File: config.mk
export PLATFORM = sky130hd
export DESIGN_NAME = stopwatch_ctrl
export DESIGN_NICKNAME = d
export VERILOG_FILES = /design/src/rtl/stopwatch_ctrl.sv
export SDC_FILE = /design/constraint.sdc
export NUM_CORES = 1
export LEC_CHECK = 0
export ABC_AREA = 0
export CAP_MARGIN = 0
export CORE_ASPECT_RATIO = 0.7
export CORE_MARGIN = 10
export CORE_UTILIZATION = 40
export CTS_CLUSTER_SIZE = 14
export DETAILED_ROUTE_END_ITERATION = 16
export DONT_BUFFER_PORTS = 1
export GPL_TIMING_DRIVEN = 0
export PLACE_DENSITY_LB_ADDON = 0.08
export SETUP_SLACK_MARGIN = 0.1
export SYNTH_ARGS = -nofsm -noshare
export SYNTH_HDL_FRONTEND = slang
export SYNTH_SLANG_ARGS = --single-unit
File: constraint.sdc
create_clock -name clk -period 5.97 [get_ports clk]
set_clock_uncertainty 0.2 [all_clocks]
set_input_delay 0.2985 -clock clk [delete_from_list [all_inputs] [get_ports clk]]
set_output_delay 0.2985 -clock clk [all_outputs]
set_load 0.01 [all_outputs]
File: src/rtl/stopwatch_ctrl.sv
// Stopwatch sequencing controller: conditions three raw buttons into one-cycle
// press pulses, runs the IDLE/RUN/LAP/STOP machine and prescales clk into count_en.
module stopwatch_ctrl #(
  parameter int TICK_DIV   = 1000000,
  parameter int DEB_CYCLES = 1000000,
  parameter int PRE_W      = 20,
  parameter int DEB_W      = 20
) (
  input  logic       clk,
  input  logic       reset,
  input  logic       btn_start_stop,
  input  logic       btn_lap,
  input  logic       btn_clear,
  output logic       count_en,
  output logic       count_clr,
  output logic       display_hold,
  output logic       running,
  output logic [1:0] state
);

  typedef enum logic [1:0] {
    IDLE = 2'd0,
    RUN  = 2'd1,
    LAP  = 2'd2,
    STOP = 2'd3
  } state_t;

  localparam int BTN_SS  = 0;
  localparam int BTN_LAP = 1;
  localparam int BTN_CLR = 2;

  localparam logic [DEB_W-1:0] DEB_LAST = DEB_W'(DEB_CYCLES - 1);
  localparam logic [PRE_W-1:0] PRE_LAST = PRE_W'(TICK_DIV - 1);

  logic [2:0]       btn_raw;
  logic [2:0]       sync0, sync1, stable, stable_d, press;
  logic [DEB_W-1:0] deb_cnt [3];

  state_t           state_q, state_nxt;
  logic [PRE_W-1:0] pre_q, pre_nxt;
  logic             clr_nxt;

  assign btn_raw = {btn_clear, btn_lap, btn_start_stop};

  // Button conditioning: 2-flop sync, debounce against the stable level, then
  // a registered rising-edge detect on the stable level.
  always_ff @(posedge clk) begin
    if (reset) begin
      sync0    <= '0;
      sync1    <= '0;
      stable   <= '0;
      stable_d <= '0;
      press    <= '0;
      // NOTE: the debounce counter array is cleared explicitly; it is flop-based
      // state that must restart a fresh debounce after reset, not a RAM.
      for (int i = 0; i < 3; i++) deb_cnt[i] <= '0;
    end else begin
      // NOTE: non-blocking assignments let every stage see last cycle's value,
      // which is what makes sync0 -> sync1 a real two-flop chain.
      sync0    <= btn_raw;
      sync1    <= sync0;
      stable_d <= stable;
      press    <= stable & ~stable_d;
      for (int i = 0; i < 3; i++) begin
        if (sync1[i] != stable[i]) begin
          if (deb_cnt[i] == DEB_LAST) begin
            stable[i]  <= sync1[i];
            deb_cnt[i] <= '0;
          end else begin
            deb_cnt[i] <= deb_cnt[i] + 1'b1;
          end
        end else begin
          deb_cnt[i] <= '0;
        end
      end
    end
  end

  always_ff @(posedge clk) begin
    if (reset) begin
      state_q   <= IDLE;
      pre_q     <= '0;
      count_clr <= 1'b0;
    end else begin
      state_q   <= state_nxt;
      pre_q     <= pre_nxt;
      count_clr <= clr_nxt;
    end
  end

  // Each state tests only the presses it honours, in priority order, so a
  // higher-priority press that is invalid here never masks a valid one.
  always_comb begin
    // NOTE: defaults first so every path assigns every output; no latches.
    state_nxt = state_q;
    pre_nxt   = pre_q;
    clr_nxt   = 1'b0;
    if (running) pre_nxt = (pre_q == PRE_LAST) ? '0 : pre_q + 1'b1;
    unique case (state_q)
      IDLE: begin
        if (press[BTN_CLR]) begin
          clr_nxt = 1'b1;
          pre_nxt = '0;
        end else if (press[BTN_SS]) begin
          state_nxt = RUN;
          pre_nxt   = '0;
        end
      end
      RUN: begin
        if (press[BTN_SS])       state_nxt = STOP;
        else if (press[BTN_LAP]) state_nxt = LAP;
      end
      LAP: begin
        if (press[BTN_SS])       state_nxt = STOP;
        else if (press[BTN_LAP]) state_nxt = RUN;
      end
      STOP: begin
        if (press[BTN_CLR]) begin
          state_nxt = IDLE;
          clr_nxt   = 1'b1;
          pre_nxt   = '0;
        end else if (press[BTN_SS]) begin
          state_nxt = RUN;  // prescaler kept: sub-tick fraction survives a stop
        end
      end
      default: state_nxt = IDLE;
    endcase
  end

  assign running      = (state_q == RUN) || (state_q == LAP);
  assign display_hold = (state_q == LAP);
  assign count_en     = running && (pre_q == PRE_LAST);
  assign state        = state_q;

endmodule

# After elaboration in Yosys (flattened, before gate mapping)
# Memory sizes are Yosys's and may differ from the RTL's.
# Cells that the tools add are included.
totals:
  ff_bits: 38
  ram_bits: 60
  input_bits: 5
  output_inout_bits: 6
  mem_count: 1
memory_table:
  columns: ["memory", "words", "word_bits", "rd", "rd_ports_with_merged_regs", "wr", "line", "text"]
  rows:
  - ["deb_cnt", 3, 20, 3, 0, 3, "37", "logic [DEB_W-1:0] deb_cnt [3];"]
op_classes:
  add_sub_neg: 4
  n_eq_ne: 13
  n_mux: 59
  bitwise: 12
  n_reduce_logical: 9
ops:
  columns: ["operator", "count"]
  rows:
  - ["2-to-1 mux 20 bit", 14]
  - ["adder 20 x 1 -> 20 bit, second input constant", 4]
  - ["equality test 20 bit, second input constant", 4]
  - ["case mux 20 bit (2 select lines)", 1]
  - ["2-to-1 mux 1 bit", 36]
  - ["2-to-1 mux 2 bit", 7]
  - ["bitwise OR 1 bit", 9]
  - ["case mux 2 bit (4 select lines)", 1]
  - ["AND reduction 2 bit", 3]
  - ["equality test 2 bit, second input constant", 2]
  - ["OR reduction 2 bit", 2]
  - ["bitwise AND 3 bit", 1]
  - ["inequality test 1 bit", 3]
  - ["inequality test 3 x 1 -> 1 bit, second input constant", 1]
  - ["inequality test 3 bit, second input constant", 1]
  - ["inverter 3 bit", 1]
  - ["AND reduction 3 bit", 1]
  - ["equality test 2 x 1 -> 1 bit, second input constant", 1]
  - ["logical NOT 2 bit", 1]
  - ["inequality test 2 bit, second input constant", 1]
  - ["logical AND 1 bit", 1]
  - ["logical OR 1 bit", 1]
  - ["inverter 1 bit", 1]

# Logic depth before layout (Yosys ltp)
# Gate-level depths: netlist (run 1).
logic_depth:
  word_depth: 8
  depth_mapped: 9

# Worst setup path after synthesis (run 1)
# Ideal clock, no wire load.
synth_path:
  kind: "register to register"
  startpoint: "register state_q[0], in the netlist state[0]"
  endpoint: "register pre_q[10]"
  arrival_ps: 2233
  path_slack_ps: 3420
  path_stages_with_launch: 10
  n_path_buf: 3
  period_less_slack_ps: 2550
  path_cell_list: "dfxtp_1 > inv_1 > ha_1 > buf_2 > nand3_1 > or2_2 > clkbuf_1 > o221ai_2 > buf_2 > nor2_1"
synth_via:
  elab_chain_cells: 6
  elab_cells_between_ends: 10
  cone_classes: "3 x eq/ne; 5 x mux; 2 x reduce/logical"
synth_lines:
  columns: ["item", "line", "text"]
  rows:
  - ["from (decl)", "39", "state_t state_q, state_nxt;"]
  - ["from (signal assigned)", "85", "state_q <= state_nxt;"]
  - ["equality test 2 x 1 -> 1 bit or equality test 2 bit (tied branches)", "130", "assign running = (state_q == RUN) || (state_q == LAP);"]
  - ["logical OR 1 bit *", "130", null]
  - ["named net running", "17", "output logic running,"]
  - ["2-to-1 mux 20 bit *", "98", "if (running) pre_nxt = (pre_q == PRE_LAST) ? '0 : pre_q + 1'b1;"]
  - ["2-to-1 mux 20 bit", "104", "end else if (press[BTN_SS]) begin"]
  - ["2-to-1 mux 20 bit", "101", "if (press[BTN_CLR]) begin"]
  - ["case mux 20 bit (2 select lines) *", "99", "unique case (state_q)"]
  - ["to (signal assigned)", "86", "pre_q <= pre_nxt;"]
  - ["to (decl)", "40", "logic [PRE_W-1:0] pre_q, pre_nxt;"]
# Mark *: on every way through the listed nets, which the timed path passes. The rest lies on a longest branch.
# A chain may end at the register's enable or synchronous reset.

# Final worst setup path (run 1)
layout_path:
  startpoint: "register state_q[0], in the netlist state[0]"
  endpoint: "register pre_q[4]"
# The elaborated chain is that of the path after synthesis.

==> qor_table.md, run 1 <==
| Stage | Parameter | Reported |
|:---|:---|:---|
| setup path | Arr. time, crit path | 3060 ps |
| power | Post-route total power | 0.001420 W |
| power | Reported net switching power | 0.0002980 W |
| global routing | Total congestion overflow | 0 |
| detailed routing | Antenna viol nets, final | 0 |
| yosys | XOR/XNOR Fraction of Synth Area | 8.768% |
| power | Proportion of power drawn by flip-flops and latches | 53.3% |
| yosys | Number of distinct library cells after synthesis | 46 |
| job | Number of maximum-capacitance violations | 0 |
| timing | Tightest Pin Transition | 806.9 ps |
| clock network | Hold-fix buffer count after cts | 5 |
| clock network | Count of clock tree sinks | 98 |
| detailed routing | Via count | 3653 |
| yosys | Library cell occupying the most area in the post-synthesis netlist | sky130_fd_sc_hd__edfxtp_1 |
| yosys | Most used standard cells in the synthesized netlist | 60 x sky130_fd_sc_hd__edfxtp_1, 58 x sky130_fd_sc_hd__nor2_1, 38 x sky130_fd_sc_hd__dfxtp_1 |
| die | Full die area | 17430 µm² |
| power | Switch share | 20.99% |
| cells and area | Total of fill cells in the finished design | 1209 |
| placed design | Post-Place Setup Slack | 2920 ps |
| yosys | Simple-gate share of the synthesized area | 26.08% |
| detailed routing | Total iterations of the first detailed-routing run | 4 |
| power | Fraction of power consumed by combinational cells | 3.4% |
| detailed routing | Count of unresolved DRC violations after routing | 0 |
| detailed routing | Final routed wirelength across all metal layers | 9.341 mm |
| yosys | Synth Area in Compound Gates | 8.768% |
| placed design | Placed wire-length estimate | 6.685 mm |
| worst hold path | Class of the worst hold path | reg2reg |
| timing | Final max-slew violation count | 0 |
| global routing | First-pass GRT wire length | 16.47 mm |
| clock network | Cts repair resizes | 0 |
| die | Placement row count | 34 |
| cells and area | Total number of nets in the final design | 593 |
| detailed routing | Starting DRT DRC Count | 155 |
| setup path | End of the worst register-to-register path | pre_q[4] |
| setup path | Setup slack of the most critical reg-to-reg path | 2940 ps |
| setup path | Path length in cells of the critical path | 9 |
| clock network | Worst-Skew Late Latency | 340 ps |
| yosys | Async S/R FF share, synth | 0% |
| yosys | Sequential element share of the synthesized area | 51.30% |
| setup path | Standard cell with the maximum stage delay on the critical path | sky130_fd_sc_hd__o221ai_2 |
| power | Static leakage power | 1.921 nW |
| global routing | Largest net degree at the start of global routing | 16 |
| setup path | Count of buffer and inverter cells on the critical path | 4 |
| power | Internal power summed over all cells | 0.001122 W |
| power | Pwr dens | 245.3 nW/µm² |
| yosys | Main area contributors after synthesis | sky130_fd_sc_hd__edfxtp_1 36%, sky130_fd_sc_hd__dfxtp_1 15%, sky130_fd_sc_hd__xnor2_1 5.6% |
| setup path | Cell family with the largest share of critical-path delay | buffers and inverters |
| timing | Number of failing hold endpoints at the final stage | 0 |
| cells and area | Proportion of layout cells with a drive suffix above 1 | 5.128% |
| placed design | Input/output buffers | 0 |
| timing | RSZ-0062 raised after global routing | false |
| global routing | Initial antenna violation count | 0 |
| yosys | Adder-cell share of the synthesized area | 2.004% |
| yosys | Post-synthesis average cell area | 9.891 µm² |
| setup path | Critical Path, Cell by Cell | inv_1 -> ha_1 -> buf_2 -> nand3_1 -> or2_2 -> clkbuf_1 -> o221ai_2 -> buf_2 -> nor2_1 |
| yosys | Flop and latch count out of synthesis | 98 |
| yosys | Total of warnings raised by yosys | 0 |
| setup path | First element of the critical path | state[0] |
| setup path | Cell mode on critical path | sky130_fd_sc_hd__buf_2 |
| timing | Crit path time final | 3032 ps |
| die | Die Ht | 113.5 µm |
| setup path | Crit Path Max Fanout | 10 |
| clock network | Maximum number of buffers from clock root to sink | 2 |
| die | Initial core utilization | 40.49% |
| yosys | Main combinational cell family by area after synthesis | simple AND/OR/NAND/NOR gates |
| cells and area | Number of diodes added for antenna fixing | 0 |
| timing | Max-slew headroom | 45.84% |
| setup path | R2R Path Start | state[0] |
| global routing | Overall global routing resource usage | 11.20% |
| die | Overall die width | 153.6 µm |
| yosys | Multiplexer area fraction after synthesis | 0.2004% |
| clock network | Reg clk slew, reported paths | 70 ps |
| clock network | Setup fix buffers added after clock tree synthesis | 0 |
| timing | Setup ws final | 2938 ps |
| clock network | Number of buffers inserted during clock tree synthesis | 9 |
| setup path | Critical Path Max Stage Delay | 460 ps |
| yosys | Cell with the most instances after synthesis | sky130_fd_sc_hd__edfxtp_1 |
| die | Floorplan Core Area | 12340 µm² |
| setup path | Critical path class | reg2reg |
| timing | Final setup violating endpoints | 0 |
| detailed routing | Via count normalized by instance count | 4.890 |
| power | Fraction of power consumed by the clock network | 43.3% |
| timing | Total negative setup slack | 0 ps |
| outcome | Result of the run | completed |
| power | VDD IR max | 0.1508 mV |
| yosys | Area of the mapped netlist | 4995 µm² |
| timing | Max Freq | 0.3298 GHz |
| yosys | Dominant register cell in the synthesized netlist | sky130_fd_sc_hd__edfxtp_1 |
| clock network | Clock tree from TritonCTS | done |
| yosys | Count of flip-flops with a built-in enable after synthesis | 60 |
| setup path | Worst reg-to-reg path cell count | 9 |
| global routing | Via count of the first global-routing pass | 3459 |
| yosys | Portion of synthesized cell area occupied by the leading cell type | 36.07% |
| setup path | Element type at the critical path start | register |
| placed design | Last weighted congestion value of the routability-driven placer | 0.7846 |
| timing | Smallest hold slack | 186.1 ps |
| die | Number of I/O pins | 11 |
| setup path | Capture point of the critical path | pre_q[4] |
| setup path | Element type at the critical path end | register |
| clock network | Clock H-tree levels | 3 |
| detailed routing | Wire length per cell after detailed routing | 12.50 µm |
| setup path | WP data required | 6000 ps |
| timing | Post-route clock period utilization | 50.79% |
| cells and area | Area delta synth->final | 15.86% |
| yosys | Synthesized instance count | 505 |
| clock network | Clk Tree Root Cell | sky130_fd_sc_hd__clkbuf_16 |
stage by stage:
step | util, % | instances | area (µm²)
final | 46.91 | 747 | 5787
after global routing | 46.91 | 747 | 5787
after CTS | 46.91 | 747 | 5787
after detailed placement | 43.92 | 726 | 5419
after global placement | 43.92 | 726 | 5419
after floorplan | - | 564 | 5216
layout make-up:
type	instances	area [µm²]	area share (%)
plain buffers	11	61.31	1.059
clock buffers	12	271.5	4.692
clock inverters	4	46.29	0.8000
inverters	21	78.83	1.362
multi-input cells	434	2514	43.44
flip-flops and latches	98	2562	44.28
well taps	162	202.7	3.503
repair buffers	5	50.05	0.8649
power by group through the flow:
stage                     sequential (W)  combinational (W)  clock [W]
after floorplan                 0.000766          0.0000375          0
after global placement          0.000771          0.0000446          0
after detailed placement        0.000772          0.0000447          0
after CTS                       0.000756          0.0000480   0.000643
after global routing            0.000760          0.0000564   0.000669
final                           0.000757          0.0000484   0.000614
worst min path at each step:
| stage | startpoint | endpoint | slack (ps) | cells after the start |
|---|---|---|---|---|
| floorplan | stable_d[0] | press[0] | 170 | 1 |
| finish | stable_d[2] | press[2] | 190 | 1 |
| CTS | stable_d[2] | press[2] | 190 | 1 |
| global route | stable_d[2] | press[2] | 200 | 1 |
| detailed placement | stable_d[2] | press[2] | 180 | 1 |
| global placement | stable_d[2] | press[2] | 180 | 1 |
layout by cell type (no fill, tap or decap), types with 5 or more instances in the layout:
cell	Yosys	final
sky130_fd_sc_hd__dlygate4sd3_1	0	5
sky130_fd_sc_hd__clkbuf_16	0	10
sky130_fd_sc_hd__o21ai_0	22	22
sky130_fd_sc_hd__nand2_1	28	28
sky130_fd_sc_hd__dfxtp_1	38	38
sky130_fd_sc_hd__nor3_1	13	13
sky130_fd_sc_hd__nand4_1	14	14
sky130_fd_sc_hd__and3_1	7	7
sky130_fd_sc_hd__or4_1	13	13
sky130_fd_sc_hd__conb_1	1	60
sky130_fd_sc_hd__inv_1	21	21
sky130_fd_sc_hd__or3_1	18	18
sky130_fd_sc_hd__nand3_1	35	35
sky130_fd_sc_hd__a21oi_1	32	32
sky130_fd_sc_hd__ha_1	8	8
sky130_fd_sc_hd__edfxtp_1	60	60
sky130_fd_sc_hd__nor4_1	14	14
sky130_fd_sc_hd__xor2_1	18	18
sky130_fd_sc_hd__o31ai_1	9	9
sky130_fd_sc_hd__nor2_1	58	58
sky130_fd_sc_hd__nor2b_1	16	16
sky130_fd_sc_hd__clkbuf_1	5	5
sky130_fd_sc_hd__and4_1	5	5
sky130_fd_sc_hd__xnor2_1	32	32
cell families after synthesis:
family,count (synthesis)
other cells,1
mux,1
xor+xnor,50
compound gates,75
flops,98
simple gates,240
fa+ha+maj,8
buf+inv,32
flip-flops by register name, summed over array words and instances (netlist names):
register   cells
deb_cnt       60
press          3
pre_q         20
sync1          3
count_clr      1
state          2
stable_d       3
sync0          3
stable         3
routing by layer:
metal | up-vias | share of wire (%) | GRT usage (%) | wire, µm
li1 | 1947 | - | - | -
met1 | 1669 | 53 | 15.02 | 4960
met2 | 30 | 43 | 17.22 | 4034
met3 | 7 | 3.0 | 3.197 | 278
met4 | 0 | 0.72 | 3.202 | 67
met5 | - | 0 | 0 | 0
Power figures use the tool's default switching activity.
==> run 2, diff against run 1 <==
- ABC_AREA: 0 -> 1
- clock period: 5.97 -> 3.16 ns (I/O delays scaled with it)
==> qor_table.md, run 2 <==
| Stage | Parameter | Reported | Change |
|:---|:---|:---|:---|
| global routing | Initial antenna violation count | 1 | +1 |
| power | Post-route total power | 0.002691 W | +90% |
| placed design | Placed instance area | 5968 µm² | +10% |
| clock network | Setup fix buffers added after clock tree synthesis | 0 | unchanged |
| global routing | Total congestion overflow | 0 | unchanged |
| setup path | Element type at the critical path start | register |  |
| yosys | Total of warnings raised by yosys | 0 | unchanged |
| cells and area | Summed area of non-filler cells in the final layout | 6282 µm² | +8.6% |
| yosys | Flop and latch count out of synthesis | 98 | unchanged |
| cells and area | Number of flip-flops in the largest register | 60 | unchanged |
| setup path | WP data required | 3200 ps | -2800 ps |
| clock network | Clk Tree Root Cell | sky130_fd_sc_hd__clkbuf_16 |  |
| detailed routing | Top routing layer used | met4 |  |
| cells and area | Commonest non-fill, non-tap cell in the layout | sky130_fd_sc_hd__nand2_1 |  |
| timing | RSZ-0062 raised after global routing | false |  |
| global routing | Largest net degree at the start of global routing | 17 | +1 |
| detailed routing | Final routed wirelength across all metal layers | 11.05 mm | +18% |
| die | Die Ht | 118.2 µm | +4.2% |
| cells and area | Register with the highest flop count | deb_cnt |  |
| detailed routing | Total iterations of the first detailed-routing run | 4 | unchanged |
| detailed routing | Amount of wire on met3 after detailed routing | 407 µm | +46% |
| clock network | Worst-Skew Late Latency | 340 ps | about the same |
| yosys | Cell with the most instances after synthesis | sky130_fd_sc_hd__nand2_1 |  |
| placed design | Last weighted congestion value of the routability-driven placer | 0.8487 | +8.2% |
| die | Initial core utilization | 41.43% | +0.94 points |
| setup path | Cell mode on critical path | sky130_fd_sc_hd__nor2_1 |  |
| global routing | Overall global routing resource usage | 11.93% | +0.73 points |
| worst hold path | Class of the worst hold path | reg2reg |  |
| yosys | Area of the mapped netlist | 5515 µm² | +10% |
| yosys | Portion of synthesized cell area occupied by the leading cell type | 32.67% | -3.4 points |
| yosys | Count of flip-flops with a built-in enable after synthesis | 60 | unchanged |
| die | Full die area | 18960 µm² | +8.8% |
| timing | Number of failing hold endpoints at the final stage | 0 | unchanged |
| setup path | Critical path class | reg2reg |  |
| timing | Max Freq | 0.4316 GHz | +31% |
| detailed routing | Sum of met2 wire segment lengths after detailed routing | 4.685 mm | +16% |
| setup path | Standard cell with the maximum stage delay on the critical path | sky130_fd_sc_hd__dfxtp_1 |  |
| power | VDD IR max | 0.2459 mV | +63% |
| yosys | Most used standard cells in the synthesized netlist | 188 x sky130_fd_sc_hd__nand2_1, 186 x sky130_fd_sc_hd__nor2_1, 72 x sky130_fd_sc_hd__inv_1 |  |
| yosys | Sequential element share of the synthesized area | 46.46% | -4.8 points |
| clock network | Clock H-tree levels | 3 | unchanged |
| global routing | Via count of the first global-routing pass | 4143 | +20% |
| placed design | Input/output buffers | 0 | unchanged |
| placed design | Placed wire-length estimate | 8.489 mm | +27% |
| detailed routing | Routed length on met1 | 5.854 mm | +18% |
| setup path | R2R Path Start | state[0] |  |
| yosys | Dominant register cell in the synthesized netlist | sky130_fd_sc_hd__edfxtp_1 |  |
| die | Overall die width | 160.3 µm | +4.4% |
| detailed routing | Wire length per cell after detailed routing | 11.13 µm | -11% |
| detailed routing | Via count | 4471 | +22% |
| clock network | Reg clk slew, reported paths | 70 ps | about the same |
| yosys | Main area contributors after synthesis | sky130_fd_sc_hd__edfxtp_1 33%, sky130_fd_sc_hd__dfxtp_1 14%, sky130_fd_sc_hd__nand2_1 13% |  |
| detailed routing | Antenna viol nets, final | 0 | unchanged |
| yosys | Post-synthesis average cell area | 7.576 µm² | -23% |
| detailed routing | Starting DRT DRC Count | 212 | +37% |
| yosys | Number of distinct library cells after synthesis | 33 | -28% |
| clock network | Number of buffers inserted during clock tree synthesis | 9 | unchanged |
| timing | Total negative setup slack | 0 ps | unchanged |
| global routing | First-pass GRT wire length | 19.26 mm | +17% |
| detailed routing | Via count normalized by instance count | 4.503 | -7.9% |
| setup path | First element of the critical path | state[0] |  |
| die | Floorplan Core Area | 13310 µm² | +7.9% |
| cells and area | Proportion of layout cells with a drive suffix above 1 | 5.824% | +0.70 points |
| cells and area | Area delta synth->final | 13.91% |  |
| detailed routing | Count of unresolved DRC violations after routing | 0 | unchanged |
| cells and area | Most frequent cells in the layout | 188 x sky130_fd_sc_hd__nand2_1, 186 x sky130_fd_sc_hd__nor2_1, 72 x sky130_fd_sc_hd__inv_1, 60 x sky130_fd_sc_hd__edfxtp_1, 60 x sky130_fd_sc_hd__conb_1 |  |
| timing | Final max-slew violation count | 0 | unchanged |
| timing | Final setup violating endpoints | 0 | unchanged |
| setup path | Critical Path Max Stage Delay | 470 ps | about the same |
| setup path | Crit Path Max Fanout | 8 | -2 |
| yosys | Synthesized instance count | 728 | +44% |
| job | Number of maximum-capacitance violations | 0 | unchanged |
| die | Number of I/O pins | 11 | unchanged |
| clock network | Maximum number of buffers from clock root to sink | 2 | unchanged |
| timing | Crit path time final | 2317 ps | -715.3 ps |
| clock network | Clock tree from TritonCTS | done |  |
| cells and area | Total number of nets in the final design | 815 | +37% |
| die | Placement row count | 35 | +2.9% |
| yosys | Library cell occupying the most area in the post-synthesis netlist | sky130_fd_sc_hd__edfxtp_1 |  |
| power | Static leakage power | 2.382 nW | +24% |
| outcome | Result of the run | completed |  |
| timing | Post-route clock period utilization | 73.32% | +23 points |
| worst hold path | Min-Delay Startpoint | stable_d[1] |  |
| cells and area | Leading registers by flop count | deb_cnt x60, pre_q x20 |  |
| power | Pwr dens | 428.3 nW/µm² | +75% |
| clock network | Count of clock tree sinks | 98 | unchanged |
| setup path | Arr. time, crit path | 2360 ps | -700 ps |
| setup path | Element type at the critical path end | register |  |
| setup path | Critical Path, Cell by Cell | inv_1 -> ha_1 -> buf_4 -> inv_1 -> nor2_1 -> nand3_1 -> nor2_1 -> nand2_1 -> nand2_1 -> nor2_1 |  |
| yosys | Async S/R FF share, synth | 0% | unchanged |
-- run 2: report_power, final --
group	internal, W	switching, W	leakage (nW)
sequential	0.00140	0.0000567	0.927
combinational	0.0000772	0.000143	1.34
clock	0.000530	0.000481	0.119
total	0.00201	0.000680	2.38
-- run 2: cell type report --
class | count | area (µm²)
fillers | 1387 | 7030
multi-input cells | 609 | 2831
flip-flops and latches | 98 | 2562
inverters | 72 | 270.3
well taps | 185 | 231.5
clock buffers | 9 | 225.2
plain buffers | 8 | 72.57
clock inverters | 7 | 46.29
repair buffers | 4 | 40.04
diodes | 1 | 2.502
-- run 2: layer usage --
layer,global-route usage [%],up-vias
met3,3.017,7
met5,0,-
met2,17.79,49
met1,16.76,2021
li1,-,2394
met4,3.146,0
-- run 2: per-stage QoR --
stage	setup slack, ps	hold WS (ps)	util (%)	instances
floorplan	1142	64.97	-	787
global placement	899.8	73.91	44.83	972
detailed placement	857.0	77.16	44.83	972
CTS	833.8	195.1	47.17	992
global route	630.0	201.7	47.19	993
finish	843.0	189.9	47.19	993
-- run 2: timing repair --
| action | in CTS | in global routing |
|---|---|---|
| hold buffers | 4 | 0 |
| hold endpoints to repair | 8 | 0 |
| gates resized for setup | 0 | 0 |
-- run 2: kinds of logic (layout without fill, tap and decap cells) --
kind of cell,after synthesis,in the layout,share of synthesized area [%]
DFF,98,98,46.46
xor gates and xnor gates,40,40,6.352
buffers and inverters,80,100,6.216
adders and majority gates,8,8,1.815
AOI/OAI and AO/OA,41,41,4.152
and+or+nand+nor,460,460,34.94
other,1,61,0.06799
-- run 2: final timing paths --
kind,to,slack (ps),depth (start not counted)
max,pre_q[12],840,10
min,press[1],190,1
max reg2reg,pre_q[12],840,10
min reg2reg,press[1],190,1
-- run 2: critical path, delay by kind of cell (launching register included) --
family	cells	cell delay [ps]
and+or+nand+nor	6	770
adders and majority gates	1	370
buffers and inverters	3	410
DFF	1	470
